File: src/rtl/regfile_access_ctrl.sv
// regfile_access_ctrl: initiator for the register file en/register_done handshake.
// It accepts operand-read and writeback requests from the control path, runs one
// register file access for them, returns the operands and acks, and then waits for
// the register file to drop done before it accepts the next request. A register
// file that never answers is aborted after TIMEOUT_CYCLES and flagged in timeout_err.
// Optional feature: define REGFILE_BYPASS_EN to forward wb_data into the operands
// when a combined access reads the register it writes.
module regfile_access_ctrl #(
   parameter int TIMEOUT_CYCLES = 16
) (
   input  logic        clk,
   input  logic        rst,
   input  logic        rd_req,
   input  logic [4:0]  rd_rs,
   input  logic [4:0]  rd_rt,
   input  logic        wb_req,
   input  logic [4:0]  wb_rd,
   input  logic [31:0] wb_data,
   output logic        ready,
   output logic        rd_ack,
   output logic [31:0] rs_data,
   output logic [31:0] rt_data,
   output logic        wb_ack,
   output logic        timeout_err,
   output logic        rf_en,
   output logic        rf_reg_write,
   output logic [4:0]  rf_read_reg1,
   output logic [4:0]  rf_read_reg2,
   output logic [4:0]  rf_write_reg,
   output logic [31:0] rf_write_data,
   input  logic [31:0] rf_read_data1,
   input  logic [31:0] rf_read_data2,
   input  logic        rf_done
);

   typedef enum logic [1:0] {
      IDLE    = 2'd0,
      ACCESS  = 2'd1,
      RECOVER = 2'd2
   } state_t;

   // Count value of the last ACCESS cycle allowed before the access is abandoned.
   localparam logic [7:0] LAST_CNT = 8'(TIMEOUT_CYCLES - 1);

   state_t      state;
   logic [7:0]  cnt;
   logic        rd_pend;
   logic        wb_pend;
   logic [31:0] rs_next;
   logic [31:0] rt_next;

   // Operands to capture on done: the register file's read data, or the value being
   // written when the bypass is built in and a read source matches the destination.
   always_comb begin
      rs_next = rf_read_data1;
      rt_next = rf_read_data2;
`ifdef REGFILE_BYPASS_EN
      if (wb_pend && (rf_write_reg != 5'd0)) begin
         if (rf_read_reg1 == rf_write_reg) rs_next = rf_write_data;
         if (rf_read_reg2 == rf_write_reg) rt_next = rf_write_data;
      end
`endif
   end

   // Handshake sequencer: every output is a register so the register file sees clean levels.
   always_ff @(posedge clk or posedge rst) begin
      if (rst) begin
         state         <= IDLE;
         cnt           <= 8'd0;
         rd_pend       <= 1'b0;
         wb_pend       <= 1'b0;
         ready         <= 1'b1;
         rd_ack        <= 1'b0;
         wb_ack        <= 1'b0;
         rs_data       <= 32'd0;
         rt_data       <= 32'd0;
         timeout_err   <= 1'b0;
         rf_en         <= 1'b0;
         rf_reg_write  <= 1'b0;
         rf_read_reg1  <= 5'd0;
         rf_read_reg2  <= 5'd0;
         rf_write_reg  <= 5'd0;
         rf_write_data <= 32'd0;
      end else begin
         case (state)
            IDLE: begin
               rd_ack <= 1'b0;
               wb_ack <= 1'b0;
               if (rd_req || wb_req) begin
                  // A simultaneous read and writeback share one access.
                  state         <= ACCESS;
                  ready         <= 1'b0;
                  rf_en         <= 1'b1;
                  cnt           <= 8'd0;
                  rd_pend       <= rd_req;
                  wb_pend       <= wb_req;
                  rf_reg_write  <= wb_req && (wb_rd != 5'd0);
                  rf_read_reg1  <= rd_req ? rd_rs : 5'd0;
                  rf_read_reg2  <= rd_req ? rd_rt : 5'd0;
                  rf_write_reg  <= wb_req ? wb_rd : 5'd0;
                  rf_write_data <= wb_req ? wb_data : 32'd0;
               end
            end
            ACCESS: begin
               if (rf_done) begin
                  if (rd_pend) begin
                     rs_data <= rs_next;
                     rt_data <= rt_next;
                  end
                  rd_ack       <= rd_pend;
                  wb_ack       <= wb_pend;
                  rf_en        <= 1'b0;
                  rf_reg_write <= 1'b0;
                  state        <= RECOVER;
               end else if (cnt == LAST_CNT) begin
                  // Hung register file: release the requester with zero operands.
                  timeout_err  <= 1'b1;
                  if (rd_pend) begin
                     rs_data <= 32'd0;
                     rt_data <= 32'd0;
                  end
                  rd_ack       <= rd_pend;
                  wb_ack       <= wb_pend;
                  rf_en        <= 1'b0;
                  rf_reg_write <= 1'b0;
                  state        <= RECOVER;
               end else begin
                  cnt <= cnt + 8'd1;
               end
            end
            RECOVER: begin
               // A done still high from this access must not be mistaken for the next one.
               rd_ack <= 1'b0;
               wb_ack <= 1'b0;
               if (!rf_done) begin
                  state <= IDLE;
                  ready <= 1'b1;
               end
            end
            default: begin
               state <= IDLE;
               ready <= 1'b1;
               rf_en <= 1'b0;
            end
         endcase
      end
   end

endmodule
File: config.mk
export PLATFORM = sky130hd
export DESIGN_NAME = regfile_access_ctrl
export DESIGN_NICKNAME = d
export VERILOG_FILES = /design/src/rtl/regfile_access_ctrl.sv
export SDC_FILE = /design/constraint.sdc
export NUM_CORES = 1
export LEC_CHECK = 0
export ABC_CLOCK_PERIOD_IN_PS = 4100
export CORE_MARGIN = 2
export CORE_UTILIZATION = 32
export CTS_CLUSTER_SIZE = 25
export DETAILED_ROUTE_END_ITERATION = 10
export PLACE_DENSITY_LB_ADDON = 0.05
export SYNTH_ARGS = -nofsm -noshare
export SYNTH_HDL_FRONTEND = slang
export SYNTH_SLANG_ARGS = --single-unit
export TNS_END_PERCENT = 50
File: constraint.sdc
create_clock -name clk -period 4.1 [get_ports clk]
set_input_delay 0.82 -clock clk [delete_from_list [all_inputs] [get_ports clk]]
set_output_delay 0.82 -clock clk [all_outputs]
set_load 0.03 [all_outputs]
==> results by group, run 1 <==
Synth
  • Register area share after synthesis: 68.33%
  • Syn_area_per_cell: ~14 um2
  • Post-Syn Area: ~0.0047 mm2
  • Cell variety after synth: 32
  • Ys async rst share: 100.0%
  • Top-count cell post-synth: dfrtp_1
  • #FFs+latches synth: between 100 and 150
  • Most instantiated cells after synthesis: dfrtp_1, a22o_1, clkbuf_1
  • Commonest register cell after synthesis: dfrtp_1
  • Mapped Nets: 452
  • Post-synth EDFFs: 0
  • Most area-consuming cells after synthesis: dfrtp_1, a22o_1, clkbuf_1
  • Post-synth top area cell: dfrtp_1
  • Mapped Cells: 335
  • Post-synth top area share: 67.78%
  • Yosys warning total: 0

Clock tree
  • Clk root buf: clkbuf_16
  • H-tree lvl count: 4
  • CTS tree: built
  • Hold buffers post-CTS: 0
  • Setup bufs post-CTS: 0
  • Worst-path clk slew: 50 ps
  • TritonCTS Buffers: 17
  • Clock Sinks: 129
  • Post-CTS sizing: 0
  • Worst skew pair latency: 410 ps
  • Clk buf depth: 2

Timing
  • Slew Viols, Final: 0
  • Setup TNS: 0 ps
  • Worst slew margin: between 50% and 60%
  • Hold Violations, Final: 0
  • Setup-failing EPs final: 0
  • Achievable Freq: 413.6 MHz
  • Setup slack after layout: 1682 ps
  • Actual slew at the worst max-slew pin: 746.5 ps
  • Fin crit period: 2418 ps
  • Skew final: 5.861 ps
  • RSZ-0062 raised after global routing: false
  • Final period utilization: roughly three fifths

Global route
  • Number of global-route vias before repair: 3,880
  • GRT overflow: 0
  • Tot GR Track Use: 17.45%
  • Largest net degree at the start of global routing: 130
  • Global-route wire length before repair: 21,400 um
  • Initial antenna violation count: 0

Route
  • Via count: 3,711
  • Routed WL: 13,400 um
  • Routed length per instance: 17.64 um
  • DR iter-0 viols: around 230
  • Post-route DRC: 0
  • Vias/cell: 4.883
  • ANT nets after route: 0
  • DRT Pass-1 Iters: 4

Worst setup path
  • Crit path max fanout: 2
  • Flop2flop setup slack: about 2000 ps
  • R2r endpoint: rt_data[20]
  • Crit end category: output pin
  • Worst setup path startpoint: ready
  • Worst setup SP type: flip-flop
  • CP arrival: 1600 ps
  • Worst Path Buf+Inv: 1
  • Worst Reg-to-Reg Cells: 6
  • RR Startpoint: cnt[0]
  • Top cell family by delay on the critical path: buffers and inverters
  • CP max stage delay: 660 ps
  • Slowest CP cell: clkdlybuf4s50_1
  • Critical path, cell by cell: clkdlybuf4s50_1
  • Kind of critical path: flip-flop to output pin
  • Worst Path Required: 3280 ps

Die
  • Row count: 44
  • IO Pins: 233
  • Die X: 125.5 um
  • Chip height: 125.5 um
  • Die area: 0.01576 mm2
  • Core ar.: 0.01448 mm2
  • Starting Density: around 33%

Hold path
  • Min-Delay Startpoint: timeout_err
  • Worst Hold Class: flip-flop to flip-flop
  • Hold path depth: 1
  • Hold path endpoint: timeout_err

Power
  • Worst-case vdd ir drop: 0.0004683 V
  • Pwr dens: 885.4 mW/mm2
  • Leakage power: 3.487 nW

Job
  • Total of max-cap violations: 0

Placed design
  • Final HPWL DP: between 8000 and 9000 um
  • # port buffers: 232
  • Post-place setup slack: 1312 ps
  • RD Place Congestion: 0.7736

Outcome
  • Status: finished clean

Cells and area
  • Regs by FF count: rf_write_data: 32 flops, rs_data: 32 flops, rt_data: 32 flops
  • Area added between synthesis and finish: 64.97%
  • Final net count: between 600 and 700
  • Fraction of layout cells with a size suffix above 1: approximately 7.3%
  • Diode count: 0
==> logic make-up after synthesis <==
family	Yosys count	share of synthesized area, %
buffers and inverters	32	2.806
multiplexers	1	0.2118
flip-flops	129	68.33
AO/OA/AOI/OAI	130	23.25
AND/OR/NAND/NOR	39	4.581
adder cells (fa/ha/maj)	1	0.2647
XOR/XNOR	3	0.5561
==> worst reg2reg max path, delay by kind of cell (launching register included) <==
kind                     cells  cell delay, ps
AO/OA/AOI/OAI                2             520
buffers and inverters        1             540
AND/OR/NAND/NOR              2             340
flip-flops                   1             400
adder cells (fa/ha/maj)      1             220
==> worst max path at each step <==
stage,end,slack (ps),cells past startpoint
detailed placement,rf_read_reg2[3],1310,6
global route,rf_write_data[29],1640,6
finish,ready,1680,1
CTS,ready,1650,1
floorplan,cnt[0],1690,1
global placement,rf_write_data[11],1350,6
==> power breakdown <==
group | switching, W | leakage (nW) | internal [W]
Sequential | 0.000336 | 1.64 | 0.00184
Clock | 0.000520 | 0.277 | 0.000889
Combinational | 0.00184 | 1.57 | 0.00147
Total | 0.00270 | 3.49 | 0.00420
==> per-stage QoR <==
stage          cell area (um2)  utilization (%)  std cells  total power (W)  hold slack [ps]
2_1_floorplan             4730                -        335         0.004056            459.5
3_3_place_gp              7246            50.04        729         0.005520            481.6
3_5_place_dp              7246            50.04        729         0.005529            478.3
4_1_cts                   7796            53.85        760         0.006994            493.7
5_1_grt                   7796            53.85        760         0.007274            503.1
6_report                  7796            53.85        760         0.006902            484.0
==> layer usage <==
| metal | wire length (um) | up-vias | global-route usage, % | part of all wire, % |
|---|---|---|---|---|
| met5 | 0 | - | 0 | 0 |
| met4 | 279 | 0 | 7.386 | 2.1 |
| met3 | 1245 | 18 | 6.846 | 9.3 |
| met2 | 5813 | 167 | 24.36 | 43 |
| met1 | 6066 | 1798 | 24.17 | 45 |
| li1 | - | 1728 | - | - |
==> final cells by class <==
type                    instances  area [um2]
flip-flops and latches        129        3229
clock inverters                 6       55.05
clock buffers                  25       495.5
fillers                      1240        6683
inverters                       4       18.77
multi-input cells             174        1388
repair buffers                238        2380
well taps                     184       230.2
==> cell usage in the layout, fill, tap and decap left out, types with 3 or more instances in the layout <==
master           instances
a21oi_1                  3
a22o_1                 111
buf_4                    5
clkbuf_1                 4
clkbuf_16               17
clkbuf_8                 4
clkdlybuf4s50_1        232
clkinv_2                 5
dfrtp_1                128
inv_1                    3
nand2_1                 12
nand3_1                  5
nor2_1                   4
o21ai_0                  7
o21bai_1                 4
xnor2_1                  3
Power figures use the tool's default switching activity.
==> inputs of run 2 (changes only) <==
ABC_CLOCK_PERIOD_IN_PS = 2200   (was 4100)
clock period = 2.2 ns   (was 4.1 ns; I/O delays follow)
==> run 2 against run 1 <==
Against the previous run: power grew 89%; combinational power grew 92%; highest routed layer unchanged; count of clock-buffer cells in the layout is the same; clock power grew 87%; sequential cell count is the same; largest power group unchanged.
==> results by group, run 2 (same netlist as run 1, synthesis figures left out) <==
Worst setup path
  • Top cell family by delay on the critical path: buffers and inverters
  • Slowest CP cell: clkdlybuf4s50_1
  • Worst Path Required: 1760 ps
  • Crit path max fanout: 2
  • Critical Path End: ready
  • Critical path, cell by cell: clkdlybuf4s50_1
  • R2r endpoint: cnt[3]
  • Worst Reg-to-Reg Cells: 5
  • Crit end category: output pin
  • Flop2flop setup slack: 350 ps
  • Worst setup path startpoint: ready
  • CP max stage delay: 670 ps
  • RR Startpoint: cnt[0]
  • Kind of critical path: flip-flop to output pin
  • Levels on crit path: 1
  • Worst setup SP type: flip-flop
  • CP arrival: 1600 ps
  • Worst Path Buf+Inv: 1

Placed design
  • RD Place Congestion: just over 0.8
  • Final HPWL DP: 9215 um
  • # port buffers: roughly 230

Clock tree
  • Post-CTS sizing: 0
  • Setup bufs post-CTS: 0
  • Clock Sinks: approximately 130
  • TritonCTS Buffers: 17
  • Worst-path clk slew: 50 ps
  • Clk root buf: clkbuf_16
  • Hold buffers post-CTS: 0
  • H-tree lvl count: 4
  • Worst skew pair latency: 410 ps
  • CTS tree: built
  • Clk buf depth: 2

Timing
  • Achievable Freq: between 400 and 500 MHz
  • Setup TNS: 0 ps
  • Worst slew margin: 61.07%
  • Setup-failing EPs final: 0
  • Slew Viols, Final: 0
  • Skew final: 4.924 ps
  • Actual slew at the worst max-slew pin: 584.0 ps
  • Hold Violations, Final: 0
  • Final period utilization: 92.67%
  • Fin crit period: 2039 ps
  • RSZ-0062 raised after global routing: false

Power
  • Leakage power: 3.545 nW
  • PnR Total Power: 0.01304 W
  • Worst-case vdd ir drop: 0.0007259 V
  • Pwr dens: 1649 mW/mm2

Route
  • ANT nets after route: 0
  • Via count: 3,789
  • DRT Pass-1 Iters: 4
  • Routed length per instance: between 15 and 20 um
  • DR iter-0 viols: 219
  • Routed WL: 13,800 um
  • Post-route DRC: 0
  • Vias/cell: 4.934

Global route
  • Number of global-route vias before repair: approximately 4,000
  • Initial antenna violation count: 0
  • GRT overflow: 0
  • Global-route wire length before repair: 22,240 um
  • Largest net degree at the start of global routing: 85
  • Tot GR Track Use: 17.87%

Cells and area
  • Fraction of layout cells with a size suffix above 1: 8.562%
  • Commonest non-fill, non-tap cell in the layout: clkdlybuf4s50_1
  • FF+latch area: ~0.0032 mm2
  • Area of the multi-input gates: 0.001388 mm2
  • Diode count: 0
  • Final net count: 689
  • Layout fillers: 1,232
  • Regs by FF count: rf_write_data: 32 flops, rs_data: 32 flops, rt_data: 32 flops
  • Area added between synthesis and finish: 67.30%
  • Commonest cells after routing, fill and taps aside: clkdlybuf4s50_1, dfrtp_1, a22o_1, clkbuf_16, nand2_1

Die
  • Row count: 44
  • Die X: approximately 130 um
  • IO Pins: 233
  • Chip height: about 130 um
  • Die area: 0.01576 mm2
  • Starting Density: 32.64%
  • Core ar.: about 0.014 mm2

Hold path
  • Worst Hold Class: flip-flop to flip-flop
  • Hold path depth: 1

Outcome
  • Status: finished clean

Job
  • Total of max-cap violations: 0
[run 2: per-layer routing]
layer / vias up / track usage (%) / wire, um
met1: 1850 / 24.88 / 6233
li1: 1739 / - / -
met4: 0 / 6.993 / 274
met5: - / 0 / 0
met3: 20 / 6.932 / 1264
met2: 180 / 25.09 / 6032
[run 2: final cells by class]
| class | count | area share (%) |
|---|---|---|
| Clock buffer | 25 | 6.267 |
| Clock inverter | 6 | 0.6963 |
| Inverter | 4 | 0.2374 |
| Multi-Input combinational cell | 174 | 17.55 |
| Sequential cell | 129 | 40.85 |
| Tap cell | 184 | 2.912 |
| Timing Repair Buffer | 246 | 31.49 |
[run 2: worst min path at each step]
| stage | start | endpoint |
|---|---|---|
| final | rt_data[4] | rt_data[4] |
| after floorplan | cnt[2] | cnt[2] |
| after global routing | rt_data[12] | rt_data[12] |
| after detailed placement | rf_read_reg1[0] | rf_read_reg1[0] |
| after global placement | rt_data[10] | rt_data[10] |
| after CTS | rt_data[30] | rt_data[30] |
[run 2: through the flow]
step	area (um2)	worst slack, ps	utilization, %	hold slack, ps	instances
floorplan	4730	165.6	-	459.5	335
global placement	7356	71.68	50.80	481.4	737
detailed placement	7356	63.71	50.80	481.1	737
CTS	7906	132.0	54.61	498.8	768
global route	7906	128.8	54.61	502.1	768
finish	7906	161.2	54.61	493.0	768
[run 2: power by group]
part / internal (W) / total, W / switching (W)
combinational: 0.00287 / 0.00636 / 0.00349
clock: 0.00166 / 0.00263 / 0.000975
sequential: 0.00343 / 0.00404 / 0.000611
